File: src/rtl/ahb2fifo_resp.sv
// AHB-side response collector: tracks each data phase and packs the
// completed read beats / write bursts into the rdata, resp and id_resp FIFOs.
module ahb2fifo_resp #(
    parameter int          DW       = 64,
    parameter int          IDW      = 8,
    parameter logic [1:0]  ERR_RESP = 2'b10
) (
    input  logic             aclk,
    input  logic             aresetn,
    input  logic             addr_accept,
    input  logic [IDW-1:0]   addr_id,
    input  logic             addr_write,
    input  logic             addr_last,
    input  logic             hready,
    input  logic             hresp,
    input  logic [DW-1:0]    hrdata,
    input  logic             fifo_full,
    input  logic             fifo_afull,
    output logic             hold_issue,
    output logic             rdata_w_en,
    output logic [DW-1:0]    axi_rdata,
    output logic             resp_w_en,
    output logic [1:0]       axi_resp,
    output logic             id_resp_w_en,
    output logic [IDW+1:0]   axi_id_resp,
    output logic             ovf_err
);

    typedef enum logic {
        S_IDLE = 1'b0,
        S_DPH  = 1'b1
    } state_t;

    state_t           r_state;
    state_t           w_state_nxt;
    logic             w_capture;
    logic             w_done;
    logic             w_push;
    logic             w_err_tot;

    logic [IDW-1:0]   r_id;
    logic             r_write;
    logic             r_last;
    logic             r_wr_err;

    logic             r_w_en;
    logic [DW-1:0]    r_rdata;
    logic [1:0]       r_resp;
    logic [IDW+1:0]   r_id_resp;
    logic             r_ovf;

    always_ff @(posedge aclk or negedge aresetn) begin
        if (!aresetn) r_state <= S_IDLE;
        else          r_state <= w_state_nxt;
    end

    // Address accepted while a data phase is stalled is illegal and ignored.
    always_comb begin
        w_state_nxt = r_state;
        w_capture   = 1'b0;
        w_done      = 1'b0;
        case (r_state)
            S_IDLE: begin
                if (addr_accept) begin
                    w_capture   = 1'b1;
                    w_state_nxt = S_DPH;
                end
            end
            S_DPH: begin
                if (hready) begin
                    w_done      = 1'b1;
                    w_capture   = addr_accept;
                    w_state_nxt = addr_accept ? S_DPH : S_IDLE;
                end
            end
            default: w_state_nxt = S_IDLE;
        endcase
    end

    assign w_push    = w_done & (~r_write | r_last);
    assign w_err_tot = hresp | (r_write & r_wr_err);

    always_ff @(posedge aclk or negedge aresetn) begin
        if (!aresetn) begin
            r_id    <= '0;
            r_write <= 1'b0;
            r_last  <= 1'b0;
        end else if (w_capture) begin
            r_id    <= addr_id;
            r_write <= addr_write;
            r_last  <= addr_last;
        end
    end

    // Error status merged across the beats of one write burst.
    always_ff @(posedge aclk or negedge aresetn) begin
        if (!aresetn) begin
            r_wr_err <= 1'b0;
        end else if (w_done && r_write) begin
            r_wr_err <= r_last ? 1'b0 : (r_wr_err | hresp);
        end
    end

    always_ff @(posedge aclk or negedge aresetn) begin
        if (!aresetn) begin
            r_w_en    <= 1'b0;
            r_rdata   <= '0;
            r_resp    <= 2'b00;
            r_id_resp <= '0;
        end else begin
            r_w_en <= w_push;
            if (w_push) begin
                r_rdata   <= r_write ? '0 : hrdata;
                r_resp    <= w_err_tot ? ERR_RESP : 2'b00;
                r_id_resp <= {r_write, r_last, r_id};
            end
        end
    end

    always_ff @(posedge aclk or negedge aresetn) begin
        if (!aresetn) r_ovf <= 1'b0;
        else          r_ovf <= r_ovf | (r_w_en & fifo_full);
    end

    assign hold_issue   = fifo_afull;
    assign rdata_w_en   = r_w_en;
    assign resp_w_en    = r_w_en;
    assign id_resp_w_en = r_w_en;
    assign axi_rdata    = r_rdata;
    assign axi_resp     = r_resp;
    assign axi_id_resp  = r_id_resp;
    assign ovf_err      = r_ovf;

endmodule

File: config.mk
export PLATFORM = sky130hd
export DESIGN_NAME = ahb2fifo_resp
export DESIGN_NICKNAME = d
export VERILOG_FILES = /design/src/rtl/ahb2fifo_resp.sv
export SDC_FILE = /design/constraint.sdc
export NUM_CORES = 1
export LEC_CHECK = 0
export ABC_AREA = 1
export CORE_MARGIN = 2
export CORE_UTILIZATION = 41
export DETAILED_ROUTE_END_ITERATION = 16
export MAX_ROUTING_LAYER = met4
export PLACE_DENSITY = 0.85
export SYNTH_ARGS = -nofsm -noshare
export SYNTH_HDL_FRONTEND = slang
export SYNTH_SLANG_ARGS = --single-unit
File: constraint.sdc
create_clock -name aclk -period 1.9 [get_ports aclk]
set_clock_uncertainty 0.2 [all_clocks]
set_input_delay 0.19 -clock aclk [delete_from_list [all_inputs] [get_ports aclk]]
set_output_delay 0.19 -clock aclk [all_outputs]
set_load 0.01 [all_outputs]
### After elaboration in Yosys (flattened, before gate mapping)

Index checks and enable logic that the tools add are counted.

* register bits after elaboration: 90
* output and inout port bits: 81
* word-level logic and storage cells: 30

* mux-type cells: 10
* bitwise gates (word level): 9
* reduce and logical (&&, ||, !) cells: 1

Operators by type and width (number)
* 2-to-1 mux 64 bit: 1
* 2-to-1 mux 1 bit: 6
* OR 1 bit: 4
* case mux 1 bit (2 select lines): 2
* bitwise AND 1 bit: 3
* 2-to-1 mux 2 bit: 1
* inverter 1 bit: 2
* logical AND 1 bit: 1

### Longest topological paths before layout

Gate-level depths: netlist of the first run.

* depth in word-level cells: 3
* mapped depth: 7
* mapped depth without buffers: 5

### Worst setup path before layout of the first run

No wires, ideal clock.

* kind: reg-to-reg
* start point: register r_write
* end point: register r_rdata[10] (netlist: axi_rdata[10])
* setup time: 117 ps
* arrival time: 985 ps
* data required time: 1583 ps
* setup slack: 599 ps
* stages on the path, launching flop included: 7
* buffers on the path: 2
* period minus slack after synthesis: 1301 ps
* cell sequence: dfrtp_1 -> nand2_2 -> nand2_2 -> buf_6 -> buf_6 -> nand2_1 -> nand2_1

* longest elaborated chain between the ends: 3
* elaborated cells between the ends (all ways): 4

RTL lines
* from (decl): line 42 `logic r_write;`
* from (signal assigned): line 90 `r_write <= addr_write;`
* inverter 1 bit: line 80 `assign w_push = w_done & (~r_write | r_last);`
* OR 1 bit: line 80
* bitwise AND 1 bit: line 80
* to (signal assigned): line 113 `r_rdata <= r_write ? '0 : hrdata;`
* to (decl): line 47 `logic [DW-1:0] r_rdata;`

Several ways; a longest one is shown, not always the timed one.
A chain may end at the register's enable or synchronous reset.

### Final worst setup path of the first run

* start point: register r_w_en (netlist: id_resp_w_en)
* end point: output id_resp_w_en

RTL lines
* from (decl): line 46 `logic r_w_en;`
* from (signal assigned): line 111 `r_w_en <= w_push;`
* to (decl): line 24 `output logic id_resp_w_en,`

No word-level cell between the ends.

==> results of run 1 <==
## Yosys cell counts
| library cell | n | area, sq um |
|---|---|---|
| a21o_1 | 1 | 7.51 |
| a21oi_1 | 1 | 5.00 |
| buf_2 | 7 | 35.0 |
| buf_4 | 6 | 45.0 |
| buf_6 | 6 | 67.6 |
| clkbuf_1 | 2 | 7.51 |
| conb_1 | 1 | 3.75 |
| dfrtp_1 | 89 | 2230 |
| inv_1 | 7 | 26.3 |
| inv_2 | 1 | 3.75 |
| nand2_1 | 239 | 897 |
| nand2_2 | 3 | 18.8 |
| nand3_1 | 20 | 100 |
| nor2_1 | 4 | 15.0 |
| o21ai_0 | 1 | 5.00 |
## cell type report
class	instances	area, sq um
well taps	105	131
repair buffers	168	1690
flip-flops and latches	89	2230
multi-input cells	270	1060
fillers	679	2880
inverters	8	30.0
clock buffers	9	124
clock inverters	7	70.1
## worst min-delay path by stage
stage | to | slack [ns] | depth (start not counted)
after floorplan | axi_id_resp[0] | -0.31 | 0
after global placement | axi_rdata[13] | -0.01 | 1
after detailed placement | axi_rdata[30] | -0.02 | 1
after CTS | axi_rdata[30] | 0.14 | 2
after global routing | axi_rdata[7] | 0.15 | 3
final | axi_rdata[30] | 0.13 | 2
## stage by stage
stage          hold WS, ns  utilization  power [mW]
4_1_cts              0.138        0.649        5.33
3_3_place_gp       -0.0142        0.625        4.00
3_5_place_dp       -0.0161        0.625        4.05
6_report             0.127        0.649        5.27
2_1_floorplan       -0.306            -        3.05
5_1_grt              0.149        0.649        5.58
## sequential cells by signal, summed over array words and instances (netlist names)
name,cells
id_resp_w_en,1
r_wr_err,1
axi_id_resp,10
r_state,1
ovf_err,1
r_id,8
axi_resp,1
axi_rdata,64
r_write,1
r_last,1
## cells by family after synthesis
| logic type | synth area share |
|---|---|
| and+or+nand+nor | 0.298 |
| DFF | 0.643 |
| buffers and inverters | 0.0534 |
| AOI/OAI and AO/OA | 0.00505 |
| other | 0.00108 |
## where the power goes
part	leakage, nW	total [mW]	switching, mW	internal, mW
registers	1.11	2.46	0.209	2.25
logic	1.46	1.54	0.674	0.868
clock network	0.0994	1.27	0.660	0.608
total	2.67	5.27	1.54	3.73
## routing by layer
layer / vias up / routed length [microns]
met5: - / 0
met4: 0 / 116
met3: 9 / 602
met2: 111 / 4450
met1: 1428 / 3500
li1: 1490 / -
==> flow_summary.ini, run 1 <==
[timing]
final_max_slew_viol_count = 0
hold_viol = 0
period_minus_slack_ns = 1.69
finalCritPeriodShare = 0.891
rsz0062_at_grt = no
setup_ws_ns = 0.206
timing.fmax_ghz = 0.590
setup_viol = 0
finalSetupTns_ns = 0

[synthesis]
ys_warn_count = 0
synthDistinctLibCells = 15
syn-cell-area_sq_um = 3460
avgSynthCellArea_sq_um = 8.93
ys_seq_elements = 89
synth_nets = 469
seq_area_frac_synth = 0.643
syn_inst = 388

[placed_design]
pre_cts_slack_ns = 0.222
place_inst = 639
placed_cell_area_sq_um = 5130
dp.final_hpwl_microns = 6390
gp_congestion = 0.725
port_buffers = 158

[cts]
post_cts_buffers = 0
insertion_delay_ns = 0.34
cts.sinks = 89
clk_path_buf_depth = 2
cts_max_level = 3
post_cts_resized = 0
cts_buffers = 9
clk_pin_slew_worst_paths_ns = 0.10
cts_tree = done
cts-root-buf = clkbuf_8
cts_hold_buf = 1

[setup_path]
start_kind = flop
crit_required_ns = 1.51
worst-r2r-cell-count = 5
slowest_delay_ns = 0.56
r2r_slack_ns = 0.40
cp.buffers_inverters = 1
cp.depth = 1
rr_startpoint = r_write
cp.arrival_ns = 1.30
cp_cell_sequence = clkdlybuf4s50_1
cp_slowest_cell = clkdlybuf4s50_1
crit_family = buffers and inverters
worst-setup-path-type = reg -> out
cp_max_fo = 4
r2r-end = axi_rdata[16]
end_kind = output pin
critPathCapture = id_resp_w_en
critPathLaunch = id_resp_w_en

[global_routing]
grt.busiest_layer = met2
gr-total-overflow = 0
grt_max_degree = 52
met1_usage = 0.217
met2_usage = 0.337
met3_usage = 0.0572
antenna_found_initial = 0
grt_pass1_wl_microns = 13400
track_usage = 0.197
grt_pass1_vias = 2971

[layout]
diodes = 0
drive_above_1_share = 0.0563
design_area_sq_um = 5340
finalNetCount = 627
final_cells = 656
final_common_cell = nand2_1
layout_common_cells = 239 x nand2_1, 157 x clkdlybuf4s50_1, 89 x dfrtp_1
area_delta_synth_final_pct = 54.0

[die]
pin_count = 162
row_count = 33
start_util = 0.422
fp.dieW_microns = 95.9
core_sq_um = 8220
fp.dieArea_sq_um = 9200
die_h_microns = 95.9

[drt]
post-route-drc-count = 0
drt_iter0_markers = 98
vias_per_cell = 4.63
vias = 3038
wl_per_cell_microns = 13.2
wirelength_microns = 8670
drtAntennaViolNets = 0
dr.pass1.iters = 4

[power]
power_density_nw_per_um2 = 987
peakVddDrop_uv = 534
p_leak_nw = 2.67

[outcome]
status = finished, final reports clean

[hold_path]
hold_class = in -> async

[flow_run]
cap_violations = 0
(Power assumes the default switching activity.)
==> run 2: changes to the inputs <==
Settings changed: CORE_MARGIN 2 to 3.
==> run 2 against run 1 <==
Via count about the same. Critical endpoint unchanged. Utilization is 2.4 points higher. Wire length is 2.3% higher. Hold slack worse by 0.026 ns. Largest power group unchanged. Clock-buffer cell count is 2 higher. Fmax rose by 1.4%. Cell area grew 0.52%. Sequential power is essentially flat.
==> flow_summary.ini, run 2 (synthesis gave the netlist of run 1 again) <==
[outcome]
status = finished, final reports clean

[die]
start_util = 0.435
core_sq_um = 7970
pin_count = 162
fp.dieW_microns = 97.9
die_h_microns = 97.9
fp.dieArea_sq_um = 9590
row_count = 32

[layout]
final_common_cell = nand2_1
drive_above_1_share = 0.0527
largest_reg_flops = 64
layout_common_cells = 239 x nand2_1, 157 x clkdlybuf4s50_1, 89 x dfrtp_1
area_delta_synth_final_pct = 54.8
fillerInstances = 657
diodes = 0
finalNetCount = 626

[cts]
insertion_delay_ns = 0.34
clk_pin_slew_worst_paths_ns = 0.09
cts.sinks = 89
cts-root-buf = clkbuf_8
clk_path_buf_depth = 2
cts_max_level = 3
cts_tree = done
post_cts_resized = 0
cts_buffers = 9

[global_routing]
track_usage = 0.194
grt_pass1_vias = 3040
grt_max_degree = 57
grt_pass1_wl_microns = 14600
antenna_found_initial = 0
gr-total-overflow = 0

[timing]
setup_ws_ns = 0.229
rsz0062_at_grt = no
final_max_slew_viol_count = 0
timing.fmax_ghz = 0.598
setup_viol = 0
finalSetupTns_ns = 0
holdWs_ns = 0.101
period_minus_slack_ns = 1.67
finalCritPeriodShare = 0.879
hold_viol = 0

[setup_path]
cp_max_fo = 4
cp.depth = 1
start_kind = flop
worst-setup-path-type = reg -> out
end_kind = output pin
cp.buffers_inverters = 1
r2r_slack_ns = 0.44
cp_cell_sequence = clkdlybuf4s50_1
cp_slowest_cell = clkdlybuf4s50_1
cp.arrival_ns = 1.28
rr_startpoint = r_last
critPathLaunch = id_resp_w_en
worst-r2r-cell-count = 6
crit_family = buffers and inverters
critPathCapture = id_resp_w_en
crit_required_ns = 1.51
slowest_delay_ns = 0.55
r2r-end = axi_rdata[34]

[power]
power_density_nw_per_um2 = 1010
p_leak_nw = 2.69
peakVddDrop_uv = 444

[placed_design]
dp.final_hpwl_microns = 6540
pre_cts_slack_ns = 0.108
gp_congestion = 0.818
port_buffers = 158

[drt]
vias_per_cell = 4.66
dr.pass1.iters = 4
vias = 3040
drt_iter0_markers = 136
wl_per_cell_microns = 13.6
post-route-drc-count = 0
wirelength_microns = 8870
drtAntennaViolNets = 0

[flow_run]
cap_violations = 0

[hold_path]
hold_class = in -> async
[run 2: metrics by stage]
step | cell area (sq um) | std cells | power (mW) | util
after floorplan | 3460 | 388 | 3.05 | -
after global placement | 5130 | 635 | 4.00 | 0.644
after detailed placement | 5130 | 635 | 4.06 | 0.644
after CTS | 5360 | 652 | 5.48 | 0.673
after global routing | 5360 | 652 | 5.72 | 0.673
final | 5360 | 652 | 5.42 | 0.673
[run 2: worst register-to-register path: cells and delay by family, from the launching register on]
kind,cells,cell delay (ns)
DFF,1,0.43
buffers and inverters,2,0.31
and+or+nand+nor,4,0.47
[run 2: worst min-delay path by stage]
stage | slack, ns | end | startpoint
CTS | 0.1 | axi_rdata[23] | aresetn
detailed placement | -0.06 | axi_rdata[23] | aresetn
global placement | -0.07 | axi_rdata[18] | aresetn
floorplan | -0.31 | axi_id_resp[0] | aresetn
finish | 0.10 | axi_rdata[23] | aresetn
global route | 0.11 | axi_rdata[23] | aresetn
[run 2: final cells by class]
type / count / area [sq um] / area share
clock inverter: 5 / 78.8 / 0.0147
inverter: 8 / 30.0 / 0.00560
multi-input combinational: 270 / 1060 / 0.198
timing repair buffer: 167 / 1700 / 0.317
clock buffer: 11 / 141 / 0.0264
sequential: 89 / 2230 / 0.415
tap: 102 / 128 / 0.0238
[run 2: timing repair]
item | in CTS | in global routing
hold buffers | 1 | 0
buffers inserted | 0 | 0
hold endpoints to repair | 89 | 0
[run 2: metal layers]
metal  up-vias  track usage  part of all wire
met1      1435        0.225              0.40
li1       1482            -                 -
met2       113        0.329              0.52
met4         0       0.0650             0.015
met3        10       0.0479             0.062
met5         -            -                 0
[run 2: where the power goes]
part | switching, mW | internal (mW) | leakage (nW)
registers | 0.205 | 2.25 | 1.11
logic | 0.679 | 0.871 | 1.46
clock network | 0.636 | 0.776 | 0.113
==> run 3: changes to the inputs <==
Settings changed: GPL_TIMING_DRIVEN from default to 0.
==> run 3 against run 2 <==
Sequential power barely moved. Final cell count rose by 2.3%. Flip-flop and latch count did not move. Clock-buffer cell count fell by 1. Fmax fell by 5.2%. Largest power group unchanged. Highest routed layer unchanged.
==> flow_summary.ini, run 3 (synthesis gave the netlist of run 1 again) <==
[flow_run]
cap_violations = 0

[drt]
vias_per_cell = 4.58
wirelength_microns = 9000
post-route-drc-count = 0
drt_iter0_markers = 104
wl_per_cell_microns = 13.5
vias = 3057
drtAntennaViolNets = 0
dr.pass1.iters = 4

[setup_path]
critPathCapture = rdata_w_en
critPathLaunch = id_resp_w_en
worst-r2r-cell-count = 6
crit_required_ns = 1.51
start_kind = flop
end_kind = output pin
worst-setup-path-type = reg -> out
r2r_slack_ns = 0.42
r2r-end = axi_rdata[26]
rr_startpoint = r_state
cp_max_fo = 4
cp.arrival_ns = 1.37

[outcome]
status = finished, final reports clean

[die]
pin_count = 162
fp.dieArea_sq_um = 9590
die_h_microns = 97.9
start_util = 0.435
row_count = 32
fp.dieW_microns = 97.9
core_sq_um = 7970

[global_routing]
track_usage = 0.200
grt_pass1_vias = 3170
grt_pass1_wl_microns = 15100
antenna_found_initial = 0
grt_max_degree = 51
gr-total-overflow = 0

[cts]
cts_hold_buf = 1
cts_buffers = 9
clk_pin_slew_worst_paths_ns = 0.09
cts-root-buf = clkbuf_8
post_cts_resized = 0
cts_max_level = 3
cts_tree = done
clk_path_buf_depth = 2
post_cts_buffers = 0
insertion_delay_ns = 0.33
cts.sinks = 89

[timing]
rsz0062_at_grt = no
finalCritPeriodShare = 0.928
setup_viol = 0
period_minus_slack_ns = 1.76
tightest_slew_ns = 0.537
holdWs_ns = 0.169
final_max_slew_viol_count = 0
hold_viol = 0
finalSetupTns_ns = 0
slew_headroom = 0.642
timing.fmax_ghz = 0.567

[power]
sw_frac_of_total = 0.284
p_sw_mw = 1.55
p_clk_frac = 0.264
p_leak_nw = 2.75
pwr-share-seq = 0.448
peakVddDrop_uv = 509
power_frac_comb = 0.288
power_density_nw_per_um2 = 1010
p_int_mw = 3.92

[layout]
final_common_cell = nand2_1
layout_common_cells = 239 x nand2_1, 158 x clkdlybuf4s50_1, 89 x dfrtp_1
finalNetCount = 641
fillerInstances = 639
area_delta_synth_final_pct = 57.2
design_area_sq_um = 5450
drive_above_1_share = 0.0726
largest_reg_flops = 64
finish.utilization = 0.684
diodes = 0

[placed_design]
port_buffers = 159
placed_cell_area_sq_um = 5210
gp_congestion = 0.861
dp.final_hpwl_microns = 6940

[hold_path]
hold_class = in -> async
## run 3: cell types whose count changed in the layout (fill, tap and decap cells not counted), moves of 2 or more
| cell | previous run | this run |
|---|---|---|
| buf_12 | 4 | 0 |
| buf_6 | 0 | 6 |
| buf_4 | 5 | 7 |
| buf_2 | 0 | 7 |
## run 3: how the worst min path moves through the flow
stage,from,to,depth (start not counted)
after floorplan,aresetn,axi_id_resp[0],0
after global placement,ovf_err,ovf_err,1
after detailed placement,aresetn,axi_rdata[16],1
after CTS,hrdata[43],axi_rdata[43],3
after global routing,hrdata[12],axi_rdata[12],3
final,aresetn,axi_rdata[16],2
## run 3: power by group through the flow
| stage | sequential [mW] | combinational, mW | clock (mW) |
|---|---|---|---|
| global placement | 2.47 | 1.55 | 0 |
| finish | 2.45 | 1.58 | 1.44 |
| CTS | 2.45 | 1.61 | 1.47 |
| detailed placement | 2.49 | 1.60 | 0 |
| floorplan | 2.63 | 0.422 | 0 |
| global route | 2.50 | 1.73 | 1.56 |
## run 3: routing by layer
metal	vias to the layer above	share of wire	global-route usage
li1	1512	-	-
met3	16	0.060	0.0400
met5	-	0	-
met2	109	0.53	0.352
met4	0	0.019	0.0671
met1	1420	0.39	0.227
## run 3: through the flow
step           cells  setup slack [ns]  power [mW]
2_1_floorplan    388             0.599        3.05
3_5_place_dp     650            0.0490        4.09
6_report         667             0.137        5.47
5_1_grt          667            0.0604        5.79
4_1_cts          667             0.111        5.54
3_3_place_gp     649             -2.70        4.02
## run 3: layout make-up
type	instances	area, sq um	area share
Tap cell	102	128	0.0234
Clock inverter	6	90.1	0.0165
Multi-Input combinational cell	270	1050	0.193
Inverter	8	30.0	0.00551
Buffer	21	155	0.0285
Sequential cell	89	2230	0.409
Clock buffer	10	138	0.0253
Timing Repair Buffer	161	1630	0.299
## run 3: worst max-delay path, stage by stage, from the launching register on
cell and delay, ns:
dfrtp_1 0.39, buf_4 0.12, clkdlybuf4s50_1 0.53
